### src/rtl/seg7_pkg.sv
// Shared seven-segment definitions: glyph constants (gfedcba, active-low) and hex lookup.
package seg7_pkg;

  typedef logic [6:0] seg_t;

  localparam seg_t SEG_0     = 7'b1000000;
  localparam seg_t SEG_1     = 7'b1111001;
  localparam seg_t SEG_2     = 7'b0100100;
  localparam seg_t SEG_3     = 7'b0110000;
  localparam seg_t SEG_4     = 7'b0011001;
  localparam seg_t SEG_5     = 7'b0010010;
  localparam seg_t SEG_6     = 7'b0000010;
  localparam seg_t SEG_7     = 7'b1111000;
  localparam seg_t SEG_8     = 7'b0000000;
  localparam seg_t SEG_9     = 7'b0010000;
  localparam seg_t SEG_A     = 7'b0001000;
  localparam seg_t SEG_B     = 7'b0000011;
  localparam seg_t SEG_C     = 7'b1000110;
  localparam seg_t SEG_D     = 7'b0100001;
  localparam seg_t SEG_E     = 7'b0000110;
  localparam seg_t SEG_F     = 7'b0001110;
  localparam seg_t SEG_BLANK = 7'h7F;

  function automatic seg_t hex_to_seg(input logic [3:0] nibble);
    seg_t s;
    unique case (nibble)
      4'h0: s = SEG_0;
      4'h1: s = SEG_1;
      4'h2: s = SEG_2;
      4'h3: s = SEG_3;
      4'h4: s = SEG_4;
      4'h5: s = SEG_5;
      4'h6: s = SEG_6;
      4'h7: s = SEG_7;
      4'h8: s = SEG_8;
      4'h9: s = SEG_9;
      4'hA: s = SEG_A;
      4'hB: s = SEG_B;
      4'hC: s = SEG_C;
      4'hD: s = SEG_D;
      4'hE: s = SEG_E;
      4'hF: s = SEG_F;
    endcase
    return s;
  endfunction

endpackage

### src/rtl/seg7_hex_decode.sv
// Combinational nibble to active-low segment pattern.
module seg7_hex_decode
  import seg7_pkg::*;
(
  input  logic [3:0] nibble,
  output logic [6:0] seg
);

  // Pure table lookup
  always_comb begin
    seg = hex_to_seg(nibble);
  end

endmodule

### src/rtl/seg7_scan_driver.sv
// Time-multiplexed seven-segment scanner with guard time, frame-synchronous capture,
// leading-zero blanking, per-digit blink and decimal points. All outputs registered.
module seg7_scan_driver
  import seg7_pkg::*;
#(
  parameter int unsigned NUM_DIGITS   = 4,
  parameter int unsigned SCAN_DIV     = 1000,
  parameter int unsigned GUARD        = 1,
  parameter int unsigned BLINK_FRAMES = 250
) (
  input  logic                    clk,
  input  logic                    rst_n,
  input  logic [4*NUM_DIGITS-1:0] value,
  input  logic [NUM_DIGITS-1:0]   dp,
  input  logic [NUM_DIGITS-1:0]   blink,
  input  logic                    lzb_en,
  output logic [6:0]              seg_n,
  output logic                    dp_n,
  output logic [NUM_DIGITS-1:0]   an_n,
  output logic                    frame_start
);

  localparam int unsigned TickW  = $clog2(SCAN_DIV);
  localparam int unsigned IdxW   = (NUM_DIGITS > 1) ? $clog2(NUM_DIGITS) : 1;
  localparam int unsigned BlinkW = (BLINK_FRAMES > 1) ? $clog2(BLINK_FRAMES) : 1;

  localparam logic [TickW-1:0]  TickLast  = TickW'(SCAN_DIV - 1);
  localparam logic [IdxW-1:0]   IdxLast   = IdxW'(NUM_DIGITS - 1);
  localparam logic [BlinkW-1:0] BlinkLast = BlinkW'(BLINK_FRAMES - 1);

  logic [TickW-1:0]  tick;
  logic [IdxW-1:0]   idx;
  logic [BlinkW-1:0] blink_cnt;
  logic              blink_phase;
  logic              load_pending;

  logic [4*NUM_DIGITS-1:0] sh_value;
  logic [NUM_DIGITS-1:0]   sh_dp;
  logic [NUM_DIGITS-1:0]   sh_blink;
  logic                    sh_lzb;

  logic frame_end;
  logic capture;
  logic in_guard;

  assign frame_end = (tick == TickLast) && (idx == IdxLast);
  // The post-reset load starts the first frame without waiting a full scan.
  assign capture   = load_pending | frame_end;

  // A zero guard makes the guard window empty; kept structural to avoid constant compares.
  if (GUARD != 0) begin : g_guard
    localparam logic [TickW-1:0] GuardTick = TickW'(GUARD);
    assign in_guard = (tick < GuardTick);
  end else begin : g_no_guard
    assign in_guard = 1'b0;
  end

  // Slot timer and digit index
  always_ff @(posedge clk) begin
    if (!rst_n) begin
      tick <= '0;
      idx  <= '0;
    end else if (tick == TickLast) begin
      tick <= '0;
      idx  <= (idx == IdxLast) ? '0 : idx + 1'b1;
    end else begin
      tick <= tick + 1'b1;
    end
  end

  // Shadow capture at frame boundaries so a frame never mixes old and new data
  always_ff @(posedge clk) begin
    if (!rst_n) begin
      sh_value     <= '0;
      sh_dp        <= '0;
      sh_blink     <= '0;
      sh_lzb       <= 1'b0;
      load_pending <= 1'b1;
    end else if (capture) begin
      sh_value     <= value;
      sh_dp        <= dp;
      sh_blink     <= blink;
      sh_lzb       <= lzb_en;
      load_pending <= 1'b0;
    end
  end

  // Blink timebase counted in frames; the post-reset load is not a frame end
  always_ff @(posedge clk) begin
    if (!rst_n) begin
      blink_cnt   <= '0;
      blink_phase <= 1'b0;
    end else if (frame_end) begin
      if (blink_cnt == BlinkLast) begin
        blink_cnt   <= '0;
        blink_phase <= ~blink_phase;
      end else begin
        blink_cnt <= blink_cnt + 1'b1;
      end
    end
  end

  logic [3:0]            cur_nib;
  logic                  cur_dp;
  logic                  cur_blink;
  logic                  cur_lz;
  logic                  upper_zero;
  logic [NUM_DIGITS-1:0] an_sel;
  logic                  blank_digit;
  logic [6:0]            glyph;

  // Select the current digit and work out whether it is a leading zero
  always_comb begin
    cur_nib    = 4'h0;
    cur_dp     = 1'b0;
    cur_blink  = 1'b0;
    cur_lz     = 1'b0;
    upper_zero = 1'b1;
    an_sel     = '1;
    for (int k = int'(NUM_DIGITS) - 1; k >= 0; k--) begin
      upper_zero = upper_zero & (sh_value[4*k +: 4] == 4'h0);
      if (idx == IdxW'(k)) begin
        cur_nib   = sh_value[4*k +: 4];
        cur_dp    = sh_dp[k];
        cur_blink = sh_blink[k];
        cur_lz    = upper_zero && (k != 0);
        an_sel[k] = 1'b0;
      end
    end
    blank_digit = (cur_blink & blink_phase) | (sh_lzb & cur_lz);
  end

  seg7_hex_decode u_dec (
    .nibble (cur_nib),
    .seg    (glyph)
  );

  // Registered pin drive; guard cycles turn everything off to prevent ghosting
  always_ff @(posedge clk) begin
    if (!rst_n) begin
      seg_n       <= SEG_BLANK;
      dp_n        <= 1'b1;
      an_n        <= '1;
      frame_start <= 1'b0;
    end else begin
      frame_start <= capture;
      if (in_guard) begin
        seg_n <= SEG_BLANK;
        dp_n  <= 1'b1;
        an_n  <= '1;
      end else begin
        seg_n <= blank_digit ? SEG_BLANK : glyph;
        dp_n  <= blank_digit | ~cur_dp;
        an_n  <= an_sel;
      end
    end
  end

endmodule

### config.mk
export PLATFORM = sky130hd
export DESIGN_NAME = seg7_scan_driver
export DESIGN_NICKNAME = d
export VERILOG_FILES = /design/src/rtl/seg7_pkg.sv /design/src/rtl/seg7_hex_decode.sv /design/src/rtl/seg7_scan_driver.sv
export SDC_FILE = /design/constraint.sdc
export NUM_CORES = 1
export LEC_CHECK = 0
export ABC_CLOCK_PERIOD_IN_PS = 5400
export CAP_MARGIN = 20
export CORE_MARGIN = 3
export CORE_UTILIZATION = 45
export CTS_CLUSTER_DIAMETER = 60
export CTS_CLUSTER_SIZE = 8
export DETAILED_ROUTE_END_ITERATION = 12
export HOLD_SLACK_MARGIN = 0.05
export PLACE_DENSITY = 0.68
export SYNTH_ARGS = -nofsm -noshare
export SYNTH_HDL_FRONTEND = slang
export SYNTH_SLANG_ARGS = --single-unit
### constraint.sdc
create_clock -name clk -period 5.4 [get_ports clk]
set_input_delay 0.81 -clock clk [delete_from_list [all_inputs] [get_ports clk]]
set_output_delay 0.81 -clock clk [all_outputs]
set_load 0.01 [all_outputs]
==> metrics.md <==
| Metric | Value |
|---|---|
| Die width | `~84 microns` |
| Crit-path max FO | `33` |
| Vias per cell | `roughly 5.1` |
| Gr busiest metal | `met2` |
| Final Cycle Share | `approximately 50%` |
| Die Area | `6996 sq um` |
| Max frequency | `0.3705 GHz` |
| H-tree levels | `3` |
| FF/Latch Area | `roughly 1200 sq um` |
| Initial Utilization | `47.80%` |
| Grt total ovfl | `0` |
| Final HPWL DP | `roughly 3.8 mm` |
| Power, Total | `approximately 1 mW` |
| Sequential share of the synthesized area | `between 40 and 50%` |
| Vias | `2216` |
| Final min period | `2.699 ns` |
| Syn Std Cell Area | `about 2700 sq um` |
| Post-synth EDFFs | `0` |
| Ratio of cells with drive above 1 in the final layout | `7.438%` |
| Psw | `roughly 0.23 mW` |
| PortBufs | `39` |
| DRC Markers | `0` |
| Initial antenna violation count | `0` |
| Static leakage | `1.312 nW` |
| Synth warn | `0` |
| Distinct cell type count after synthesis | `47` |
| Clock Skews | `approximately 0.0047 ns` |
| All-Layer GR Usage | `roughly 17%` |
| Pre-Repair DR Iteration Count | `4` |
| Pint | `0.7809 mW` |
| Synth area leader | `dfxtp_1` |
| Worst path required time | `5.59 ns` |
| Setup Buffers After CTS | `0` |
| Synth top area share | `44.28%` |
| Core area | `roughly 5700 sq um` |
| CTS sink cnt | `60` |
| Commonest cells in the netlist | `nand2_1, dfxtp_1, a21oi_1` |
| Final Slew Violations | `0` |
| TNS Setup | `0 ns` |
| Ys flop type | `dfxtp_1` |
| DR WL/cell | `roughly 13 microns` |
| GR Util met2 | `between 20% and 30%` |
| Crit. End Element | `register` |
| Synth Register Bits | `60` |
| Layout Nets | `about 400` |
| Clk root buf | `clkbuf_8` |
| Final WS setup | `roughly 2.7 ns` |
| Rel. slew slack | `about a third` |
| Num CTS Buffers | `9` |
| Max-cap violations | `0` |
| Peak supply drop | `around 180 uV` |
| Reg power frac | `between 40% and 50%` |
| First-pass GRT wire length | `approximately 9.5 mm` |
| P per Cell Area | `between 300 and 400 nW/um^2` |
| Mean area per synthesized cell | `~8.4 sq um` |
| I/O Pins | `40` |
| Dpl cell area | `roughly 3100 sq um` |
| Met1 Usage GRT | `22.92%` |
| CTS tree | `done` |
| Post-layout util | `58.73%` |
| CP startpoint kind | `input port` |
| Area contributors post-synth | `dfxtp_1, nand2_1, a21oi_1` |
| Row cnt | `27` |
| Clock Pin Slew Worst Setup and Hold Paths | `0.06 ns` |
| Vert. Die Dim | `83.64 microns` |
| Post-Syn Nets | `between 300 and 400` |
| Fill cell count | `between 500 and 600` |
| RSZ-0062 raised after global routing | `false` |
| Clk_lat worst skew | `approximately 0.34 ns` |
| Routability cong. | `between 0.8 and 0.9` |
| Setup Slack @ Placement | `roughly 2.3 ns` |
| Setup violators final | `0` |
| Post-Syn Instances | `roughly 320` |
| DR iter-0 viols | `123` |
| HP Class | `register to register` |
| Antenna viol nets, final | `0` |
| Pin count of the biggest net entering global routing | `34` |
| Vias in the first global route | `a little over 2000` |
| Final wirelength | `~5.5 mm` |
| Status | `completed` |
| Diode count | `0` |
| Bufs on Longest Clock Path | `2` |
| Post-cts repair resize count | `0` |
| Worst Tran Pin Value | `roughly 0.97 ns` |
| Switching part of the total power | `between 20% and 30%` |
| Fraction of registers with async set/reset | `0%` |
| Hold Worst Slack | `approximately 0.45 ns` |
| Setup CP Type | `input port to register` |
| Multi-input logic area | `1356 sq um` |
| Hold_buf cts | `0` |
| Count leader, synth | `nand2_1` |
| Critical Path AT | `between 2 and 3 ns` |
| Endpoints failing hold | `0` |
| Met3 Resource Use GR | `about 6.8%` |
| Post-Layout Cell Count | `between 400 and 500` |
| Clock power frac | `a little over two fifths` |
| Post-route design area | `3333 sq um` |
| Area grow syn2layout | `22.88%` |
| Cells after DPL | `between 400 and 500` |
| Combinational share of power | `under 10%` |
## sequential cells by signal (all words and copies together), names as in the netlist
name	count
blink_phase	1
tick	10
sh_dp	4
sh_value	16
blink_cnt	8
an_n	4
idx	2
frame_start	1
sh_blink	4
seg_n	7
dp_n	1
load_pending	1
sh_lzb	1
## worst max-delay path: stages
cell,delay [ns]
clkdlybuf4s50_1,0.53
inv_1,0.43
a31oi_1,0.51
and3_1,0.44
o221ai_1,0.18
## cell usage in the layout, fill, tap and decap left out, types with 2 or more instances in the layout
cell,n
clkdlybuf4s50_1,39
and3_1,5
nor3b_1,4
dfxtp_1,60
nor2_1,27
bufinv_16,2
nand3b_1,5
xor2_1,12
a211oi_1,4
ha_1,13
nand4_1,5
o21ai_0,3
mux2_2,2
o211ai_1,4
clkinv_2,3
clkbuf_8,10
inv_1,15
nor3_1,2
buf_4,2
nor4_2,2
a21oi_1,33
or2_2,2
xnor2_1,4
o221ai_1,2
nand3_1,10
nand2_1,70
## kinds of logic (layout without fill, tap and decap cells)
group                    count (synthesis)  in the layout  share of synthesized area, %
AND/OR/NAND/NOR                        143            143                         25.00
buffers and inverters                   33             73                         5.719
multiplexers                             4              4                         1.614
adder cells (fa/ha/maj)                 13             13                         5.996
flip-flops                              60             60                         44.28
AO/OA/AOI/OAI                           54             54                         12.22
XOR/XNOR                                16             16                         5.166
## worst paths after layout
check | from | end | slack [ns] | depth (start not counted)
hold / removal | sh_blink[1]$_SDFFE_PN0P_ | sh_blink[1]$_SDFFE_PN0P_ | 0.45 | 2
hold reg to reg | sh_blink[1]$_SDFFE_PN0P_ | sh_blink[1]$_SDFFE_PN0P_ | 0.45 | 2
setup reg to reg | idx[0]$_SDFFE_PN0N_ | seg_n[6]$_SDFF_PP1_ | 2.94 | 9
setup / recovery | rst_n | seg_n[2]$_SDFF_PP1_ | 2.70 | 5
## area by class of cell
cell class	count	area share (%)
clock buffer	11	4.242
timing repair buffer	42	12.39
multi-input combinational	230	40.69
tap	72	2.703
clock inverter	5	2.252
inverter	15	1.689
sequential	60	36.04
## routing by layer
layer	wire (microns)	share of wire [%]	vias to the layer above
met5	0	0	-
met4	72	1.3	0
met3	337	6.2	6
met2	2326	42	52
met1	2737	50	1002
li1	-	-	1156
## power groups by stage
| stage | combinational [mW] | clock, mW | sequential [mW] |
|---|---|---|---|
| final | 0.0917 | 0.443 | 0.473 |
| after global routing | 0.102 | 0.471 | 0.476 |
| after CTS | 0.0928 | 0.453 | 0.473 |
| after detailed placement | 0.0922 | 0 | 0.483 |
| after global placement | 0.0914 | 0 | 0.483 |
| after floorplan | 0.0482 | 0 | 0.484 |
(Power assumes the default switching activity.)
